[config.mk]
export PLATFORM = sky130hd
export DESIGN_NAME = hazard_ctrl
export DESIGN_NICKNAME = d
export VERILOG_FILES = /design/src/rtl/hazard_ctrl.sv
export SDC_FILE = /design/constraint.sdc
export NUM_CORES = 1
export LEC_CHECK = 0
export ABC_CLOCK_PERIOD_IN_PS = 4900
export BUFFER_PORTS_ARGS = -buffer_cell sky130_fd_sc_hd__clkbuf_2
export CAP_MARGIN = 20
export CORE_UTILIZATION = 55
export DETAILED_ROUTE_END_ITERATION = 6
export GPL_TIMING_DRIVEN = 0
export MAX_ROUTING_LAYER = met4
export PLACE_DENSITY = 0.9
export SETUP_SLACK_MARGIN = 0.02
export SYNTH_ARGS = -nofsm -noshare
export SYNTH_HDL_FRONTEND = slang
export SYNTH_SLANG_ARGS = --single-unit
[constraint.sdc]
create_clock -name clk -period 4.9 [get_ports clk]
set_input_delay 0.245 -clock clk [delete_from_list [all_inputs] [get_ports clk]]
set_output_delay 0.245 -clock clk [all_outputs]
set_load 0.01 [all_outputs]
[src/rtl/hazard_ctrl.sv]
// Pipeline sequencing controller: decides advance/hold/bubble for each pipeline
// register, drives the PC redirect, and keeps stall/redirect performance counters.
module hazard_ctrl (
    input  logic        clk,
    input  logic        rst,
    input  logic [32:0] ds_branch_data,
    input  logic        ds_load_use,
    input  logic        if_ready,
    input  logic        ms_mem_req,
    input  logic        ms_mem_done,
    output logic        pc_we,
    output logic        npc_redir,
    output logic [31:0] npc_addr,
    output logic        fs_ds_we,
    output logic        ds_es_we,
    output logic        es_ms_we,
    output logic        ms_ws_we,
    output logic        fs_ds_flush,
    output logic        ds_es_flush,
    output logic        ms_ws_flush,
    output logic [31:0] stall_cnt,
    output logic [31:0] redir_cnt
);

    localparam logic [0:0] RUN        = 1'b0;
    localparam logic [0:0] REDIR_WAIT = 1'b1;

    logic [0:0]  state;
    logic [0:0]  next_state;
    logic [31:0] redir_addr;
    logic        load_redir;
    logic        use_redir_addr;

    logic [31:0] br_target;
    logic        br_taken;
    logic        dmem_stall;

    assign br_target  = ds_branch_data[32:1];
    assign br_taken   = ds_branch_data[0];
    assign dmem_stall = ms_mem_req & ~ms_mem_done;

    // NOTE: every output of this block gets a default first, so no path leaves one unassigned (no latches).
    always_comb begin
        pc_we          = 1'b1;
        npc_redir      = 1'b0;
        fs_ds_we       = 1'b1;
        ds_es_we       = 1'b1;
        es_ms_we       = 1'b1;
        ms_ws_we       = 1'b1;
        fs_ds_flush    = 1'b0;
        ds_es_flush    = 1'b0;
        ms_ws_flush    = 1'b0;
        next_state     = state;
        load_redir     = 1'b0;
        use_redir_addr = 1'b0;

        if (rst) begin
            pc_we       = 1'b0;
            fs_ds_we    = 1'b0;
            ds_es_we    = 1'b0;
            es_ms_we    = 1'b0;
            ms_ws_we    = 1'b0;
            fs_ds_flush = 1'b1;
            ds_es_flush = 1'b1;
            ms_ws_flush = 1'b1;
        end else if (dmem_stall) begin
            // Whole front end freezes; decode is re-evaluated once memory completes.
            pc_we       = 1'b0;
            fs_ds_we    = 1'b0;
            ds_es_we    = 1'b0;
            es_ms_we    = 1'b0;
            ms_ws_flush = 1'b1;
        end else if (ds_load_use) begin
            // Branch operands are not forwarded yet, so a taken flag here is not trusted.
            pc_we       = 1'b0;
            fs_ds_we    = 1'b0;
            ds_es_flush = 1'b1;
        end else if (state == REDIR_WAIT) begin
            fs_ds_flush = 1'b1;
            if (if_ready) begin
                npc_redir      = 1'b1;
                use_redir_addr = 1'b1;
                next_state     = RUN;
            end else begin
                pc_we = 1'b0;
            end
        end else if (br_taken) begin
            fs_ds_flush = 1'b1;
            if (if_ready) begin
                npc_redir = 1'b1;
            end else begin
                // Fetch still outstanding: remember the target and redirect once it lands.
                pc_we      = 1'b0;
                load_redir = 1'b1;
                next_state = REDIR_WAIT;
            end
        end else if (!if_ready) begin
            pc_we       = 1'b0;
            fs_ds_flush = 1'b1;
        end
    end

    assign npc_addr = use_redir_addr ? redir_addr : br_target;

    // NOTE: registered state uses non-blocking assignments so all updates see pre-edge values.
    always_ff @(posedge clk) begin
        if (rst) begin
            state      <= RUN;
            redir_addr <= 32'h0;
            stall_cnt  <= 32'h0;
            redir_cnt  <= 32'h0;
        end else begin
            state <= next_state;
            if (load_redir) begin
                redir_addr <= br_target;
            end
            if (!pc_we) begin
                stall_cnt <= stall_cnt + 32'd1;
            end
            if (pc_we && npc_redir) begin
                redir_cnt <= redir_cnt + 32'd1;
            end
        end
    end

endmodule

== Yosys cells after proc, flatten, opt, wreduce, memory -nomap -nowiden ==
Cells that the tools add are included.

* Add/subtract/negate cells: 2
* Reductions and logical operators: 2
* Muxes and demuxes: 37
* Bitwise gates (word level): 4

{| class="wikitable"
|+ Operator list
! operator !! number
|-
| $add 32x1->32 const B || 2
|-
| $mux 1 || 36
|-
| $mux 32 || 1
|-
| $not 1->1 || 3
|-
| $reduce_and 2->1 || 1
|-
| $and 1x1->1 || 1
|-
| $logic_and 1x1->1 || 1
|}

* Bits in registers: 97
* Word-level logic and storage cells: 49
* Output and inout bits: 105
* Input port bits: 39

== Logic depth before layout (Yosys ltp) ==
Gate-level depths: netlist of the first run.

* Depth after elaboration: 7
* Mapped depth: 8
* Gate-level depth less buffers: 5

== Worst setup path before layout of the first run ==
Ideal clock, no wire load.

* Path kind: register -> register
* Start: register stall_cnt[6]
* End: register stall_cnt[29]
* Period minus slack after synthesis: 1804 ps
* Arrival time: 1734 ps
* Stages on the path, launching flop included: 7
* Setup time: 71 ps
* Data required time: 4829 ps
* Path buffers: 1
* Slack: 3096 ps
* Path through: dfxtp_1 and4_4 nand3_2 or3_1 buf_2 or3_1 a21oi_1

* Cells in the longest elaborated chain, start to end: 1

{| class="wikitable"
|+ Ends and longest elaborated chain
! what !! line !! source
|-
| from (decl) || 21 || <nowiki>output logic [31:0] stall_cnt,</nowiki>
|-
| from (signal assigned) || 118 || <nowiki>stall_cnt <= stall_cnt + 32'd1;</nowiki>
|-
| $add 32x1->32 || 118 ||
|}

Every way passes these cells.
A chain may end at the register's enable or synchronous reset.

== Worst setup path after layout of the first run ==
* Start: input port rst
* End: output port npc_addr[13]

* Cells in the longest elaborated chain, start to end: 2

{| class="wikitable"
|+ Ends and longest elaborated chain
! what !! line !! source
|-
| from (decl) || 5 || <nowiki>input logic rst,</nowiki>
|-
| $mux 1 || 57 || <nowiki>if (rst) begin</nowiki>
|-
| $mux 32 || 103 || <nowiki>assign npc_addr = use_redir_addr ? redir_addr : br_target;</nowiki>
|-
| to (decl) || 13 || <nowiki>output logic [31:0] npc_addr,</nowiki>
|}

Every way passes these cells.

==> qor.yml, run 1 <==
status: "complete, no violations"
post_synth_instance_area_um2: 4590
hold_path.class: "in -> reg"
drt_iter0_markers: 160
max_stage_delay_ns: 0.35
critPathMaxFanout: 10
dpl-instance-area_um2: 5430
regToRegSetupSlack_ns: 2.83
layout-drive-gt1-share_pct: 28.8
io_pins: 144
cts_resized: 0
cts_buffer_depth: 2
max_cap_viol_count: 0
antenna_found_initial: 0
cp-start-kind: "input pin"
rr_endpoint: "redir_cnt[24]"
syn_area_per_cell_um2: 8.50
post_cts_buffers: 0
yosysSeqAreaShare_pct: 42.3
ys_seq_elements: 97
power_mw: 1.42
cp_slowest_cell: "mux2_1"
firstDrtPassIters: 4
worst_r2r_path_depth: 6
p_clk_share_pct: 34.4
rsz0062_at_grt: "false"
num_vias: 4391
clock-sinks: 97
finalSetupViolCount: 0
grt_pass1_wl_mm: 18.9
final_design_area_no_fill_um2: 5610
place_hpwl_mm: 8.76
fin_util_pct: 71.2
cellLeakagePower_nw: 2.28
hold_slack_ns: 0.0853
fin_cells: 800
clk_pin_slew_ns: 0.10
peakVddDrop_v: 0.000165
initial_utilization_pct: 58.2
diodes: 0
p_sw_share_pct: 26.0
gp_congestion: 0.834
worstHoldEndpoint: "redir_addr[8]"
fp.dieH_um: 93.3
cts_hold_buf: 0
worstPathCellList: "clkbuf_2 -> nand2b_1 -> nor3_2 -> nand2_1 -> buf_2 -> mux2_1 -> clkbuf_2"
finalWorstSetupSlack_ns: 2.83
wire_per_inst_um: 14.4
fin_crit_ns: 2.07
area_growth_pct: 22.3
tritoncts.num_buffers: 9
syn_nets: 581
tightest_slew_ns: 0.709
fp-row-count: 32
ys_warn_count: 0
syn_inst: 540
hold_viol: 0
slew-limit-headroom_pct: 52.4
crit_type: "in -> out"
async_flop_share_pct: 0
seq_power_share_pct: 56.8
slew_violations: 0
viasPerCell: 5.49
numPlacedInstances: 784
cts.htree.levels: 3
dpl_worst_slack_ns: 2.78
clock_tree.root_cell: "clkbuf_8"
wl_mm: 11.5
cts_tree: "built"
synthFlopType: "dfxtp_1"
r2r_start: "redir_cnt[0]"
power.density_nw_per_um2: 254
internal-power_mw: 1.05
fin_skew_ns: 0.0142
fillCellCount: 615
post-route-period-util_pct: 42.2
cp-end-kind: "output port"
io_buffers: 142
pwr-share-comb_pct: 8.8
tns_ns: 0
nets: 734
crit_top_cell: "clkbuf_2"
p_switching_mw: 0.370
cp_top_family: "simple AND/OR/NAND/NOR gates"
grt-ovfl-total: 0
grt_pass1_vias: 4126
die-width_um: 93.3
synth_edf_count: 0
required_ns: 4.66
grt_max_degree: 18
drcViolationCount: 0
clk_latency_ns: 0.36
cp.arrival_ns: 1.82
min_from: "ds_branch_data[9]"
timing.fmax_ghz: 0.483
grt_usage_pct: 27.9
critPathBufInv: 3
core_um2: 7890
fp.dieArea_um2: 8710
yosysUniqueCellTypes: 43
detail-route-antenna-nets: 0
holdPathStages: 3
-- routing by layer --
layer	vias to the layer above	track usage (%)	part of all wire, %
li1	2170	-	-
met2	167	46.8	49
met3	15	6.18	6.9
met1	2039	33.0	43
met5	-	-	0
met4	0	9.49	1.4
-- cell families after synthesis --
kind of cell / after synthesis / share of synthesized area [%]
and+or+nand+nor: 260 / 28.4
DFF: 97 / 42.3
AOI/OAI and AO/OA: 56 / 6.82
xor gates and xnor gates: 53 / 10.1
buffers and inverters: 38 / 3.49
muxes: 34 / 8.29
adders and majority gates: 2 / 0.545
-- worst min-delay path, cell delays in order --
cell	delay [ns]
clkbuf_2	0.09
nand2_1	0.04
o21ai_0	0.05
-- layout by cell type (no fill, tap or decap), drive strengths merged, types with 2 or more instances in the layout --
master / count
xnor2: 19
and2: 5
clkbuf: 172
and3: 9
mux2: 32
nand3: 19
o21ai: 40
nand4: 32
xor2: 34
a31o: 2
nor4b: 2
nand2: 89
dfxtp: 97
and4: 7
clkinvlp: 3
nor4: 13
mux2i: 2
nor2b: 2
ha: 2
nand2b: 2
a21oi: 8
or3: 8
nor3: 7
buf: 11
inv: 9
nor2: 63
-- cells in the mapped netlist, drive strengths merged (9+ instances only) --
cell	instances	area, µm²
and3	9	56.3
buf	11	58.8
clkbuf	20	75.1
dfxtp	97	1940
mux2	32	360
nand2	89	334
nand3	19	100
nand4	32	200
nor2	63	236
nor4	13	103
o21ai	40	200
xnor2	19	166
xor2	34	298
-- power by group through the flow --
stage / Combinational [mW] / Sequential [mW] / Clock (mW)
floorplan: 0.0673 / 0.826 / 0
global placement: 0.121 / 0.825 / 0
detailed placement: 0.124 / 0.826 / 0
CTS: 0.125 / 0.808 / 0.506
global route: 0.136 / 0.810 / 0.537
finish: 0.125 / 0.808 / 0.490
-- flip-flops by register name (all words and copies together) (netlist names) --
| name | count |
|---|---|
| state | 1 |
| redir_addr | 32 |
| stall_cnt | 32 |
| redir_cnt | 32 |
-- how the worst max path moves through the flow --
stage                    endpoint          from  slack (ns)  depth (start not counted)
floorplan           stall_cnt[29]  stall_cnt[6]        3.10                          6
global placement    redir_cnt[26]           rst        2.84                          8
detailed placement  redir_cnt[27]           rst        2.78                          8
CTS                  npc_addr[13]      if_ready        2.81                          7
global route        redir_cnt[20]  redir_cnt[0]        2.67                          6
finish               npc_addr[13]           rst        2.83                          7
-- cell type report --
type	count	area, µm²	share of cell area [%]
tap	102	128	2.27
buffer	31	134	2.38
clock buffer	10	138	2.45
inverter	7	26.3	0.468
clock inverter	6	48.8	0.869
sequential	97	1940	34.6
multi-input combinational	405	2490	44.3
timing repair buffer	142	711	12.7
Power figures use the tool's default switching activity.
==> run 2: changes to the inputs <==
ABC_CLOCK_PERIOD_IN_PS = 1700   (was 4900)
CORE_UTILIZATION = 46   (was 55)
PLACE_DENSITY = 0.81   (was 0.9)
clock period = 1.7 ns   (was 4.9 ns; I/O delays follow)
==> qor.yml, run 2 (synthesis gave the netlist of run 1 again) <==
critPathMaxFanout: 5  # -5
grt_pass1_vias: 4451  # +7.9%
detail-route-antenna-nets: 0  # unchanged
layout-drive-gt1-share_pct: 40.8  # +12 points
p_sw_share_pct: 27.0  # +1.1 points
viasPerCell: 5.37  # -2.1%
clk_latency_ns: 0.37  # about the same
rsz0062_at_grt: "true"
hold_viol: 0  # unchanged
gp_congestion: 0.832  # -0.30%
slew-limit-headroom_pct: 40.6  # -12 points
dpl_worst_slack_ns: -0.270  # -3.05 ns
fin_crit_ns: 1.71
peakVddDrop_v: 0.000385  # +130%
grt-ovfl-total: 0  # unchanged
tritoncts.num_buffers: 9  # unchanged
final_design_area_no_fill_um2: 6620  # +18%
final_common_cell: "clkbuf_2"
area_growth_pct: 44.1
cellLeakagePower_nw: 2.79  # +22%
clock_tree.root_cell: "clkbuf_8"
io_buffers: 142  # unchanged
p_clk_share_pct: 33.3  # -1.1 points
die-width_um: 102  # +9.1%
regToRegSetupSlack_ns: -0.01  # -2.84 ns
cp-end-kind: "register"
fp.dieArea_um2: 10400  # +19%
cp-start-kind: "register"
fp.dieH_um: 102  # +9.1%
cp.arrival_ns: 1.97  # +0.15 ns
firstDrtPassIters: 4  # unchanged
timing.fmax_ghz: 0.584
max_cap_viol_count: 0  # unchanged
pwr-share-comb_pct: 11.1  # +2.3 points
nets: 806  # +9.8%
grt_pass1_wl_mm: 21.0  # +11%
initial_utilization_pct: 47.2  # -11 points
internal-power_mw: 3.04  # +190%
core_um2: 9730  # +23%
multi_input_area_um2: 2700  # +8.7%
power.density_nw_per_um2: 631  # +150%
wl_mm: 13.9  # +21%
hold_path.class: "in -> reg"
diodes: 0  # unchanged
crit_type: "reg -> reg"
tightest_slew_ns: 0.886  # +0.177 ns
wire_per_inst_um: 15.4  # +7.2%
cts_buffer_depth: 2  # unchanged
violations: "setup timing"
fillCellCount: 744  # +21%
cts_tree: "built"
finalWorstSetupSlack_ns: -0.0118  # -2.84 ns
grt_usage_pct: 26.8  # -1.1 points
status: "finished with violations"
drcViolationCount: 0  # unchanged
antenna_found_initial: 0  # unchanged
fin_skew_ns: 0.0146  # +0.000387 ns
num_vias: 4850  # +10%
fin_util_pct: 68.0  # -3.2 points
slew_violations: 0  # unchanged
clk_pin_slew_ns: 0.11  # about the same
fp-row-count: 36  # +13%
cts.htree.levels: 3  # unchanged
hold_slack_ns: 0.0606  # -0.0247 ns
drt_iter0_markers: 141  # -12%
place_hpwl_mm: 8.72  # -0.43%
io_pins: 144  # unchanged
grt_max_degree: 17  # -1
finalSetupViolCount: 1  # +1
clock-sinks: 97  # unchanged
layout_common_cells: "142 x clkbuf_2, 87 x nand2_1, 61 x nor2_1"
seq_power_share_pct: 55.6  # -1.2 points
p_switching_mw: 1.13  # +210%
required_ns: 1.96  # -2.70 ns
post-route-period-util_pct: 101
dpl-instance-area_um2: 5510  # +1.5%
seq_area_um2: 2030  # +4.3%
reg_top3: "redir_addr (32), redir_cnt (32), stall_cnt (32)"
## run 2: cell count changes in the layout (fill, tap and decap cells not counted), moves of 5 or more
cell,before,now
dfxtp_1,97,54
buf_4,2,44
dlygate4sd3_1,0,32
dfxtp_2,0,31
dfxtp_4,0,12
nor4_1,11,3
buf_6,0,5
clkbuf_1,20,15
nor4_4,1,6
## run 2: worst max-delay path, stage by stage (launching register included)
cell,delay (ns)
dfxtp_4,0.37
nand4_1,0.22
nor4_4,0.28
buf_4,0.19
clkbuf_4,0.19
nand4_1,0.14
xor2_1,0.16
nor2_1,0.05
## run 2: what timing repair did
item | 4_1_cts | 5_1_grt
cloned | 1 | 1
gates resized for setup | 38 | 63
setup endpoints to repair | 64 | 73
pin swaps | 11 | 19
hold buffers | 32 | 0
setup buffers | 25 | 16
endpoints found under the hold margin | 32 | 0
## run 2: final timing paths
kind / from / to / cells after the start
setup / recovery: redir_cnt[3] / redir_cnt[9] / 7
hold / removal: ds_branch_data[0] / state / 3
setup reg to reg: redir_cnt[3] / redir_cnt[9] / 7
hold reg to reg: redir_addr[15] / redir_addr[15] / 2
## run 2: area by class of cell
| type | count | area share (%) |
|---|---|---|
| clock inverters | 6 | 0.643 |
| clock buffers | 10 | 1.93 |
| multi-input cells | 405 | 40.9 |
| plain buffers | 28 | 2.50 |
| repair buffers | 217 | 20.5 |
| well taps | 133 | 2.52 |
| inverters | 7 | 0.397 |
| flip-flops and latches | 97 | 30.6 |
## run 2: through the flow
step           power, mW  TNS [ns]  instances
2_1_floorplan       2.57         0        540
3_3_place_gp        2.73     -6.58        815
3_5_place_dp        2.74     -9.05        815
4_1_cts             4.15   -0.0680        888
5_1_grt             4.33    -0.451        903
6_report            4.17   -0.0118        903
## run 2: power groups by stage
stage / sequential (mW) / clock, mW / combinational [mW]
floorplan: 2.38 / 0 / 0.194
global placement: 2.37 / 0 / 0.353
detailed placement: 2.38 / 0 / 0.362
CTS: 2.32 / 1.40 / 0.434
global route: 2.32 / 1.50 / 0.503
finish: 2.32 / 1.39 / 0.464
## run 2: layer usage
layer  share of wire (%)  wire length, µm  vias to the layer above  track usage, %
met1                  40             5630                     2279            31.2
li1                    -                -                     2315               -
met4                 3.6              496                        0            12.6
met2                  50             6990                      206            44.7
met5                   0                0                        -               -
met3                 5.8              807                       50            4.86
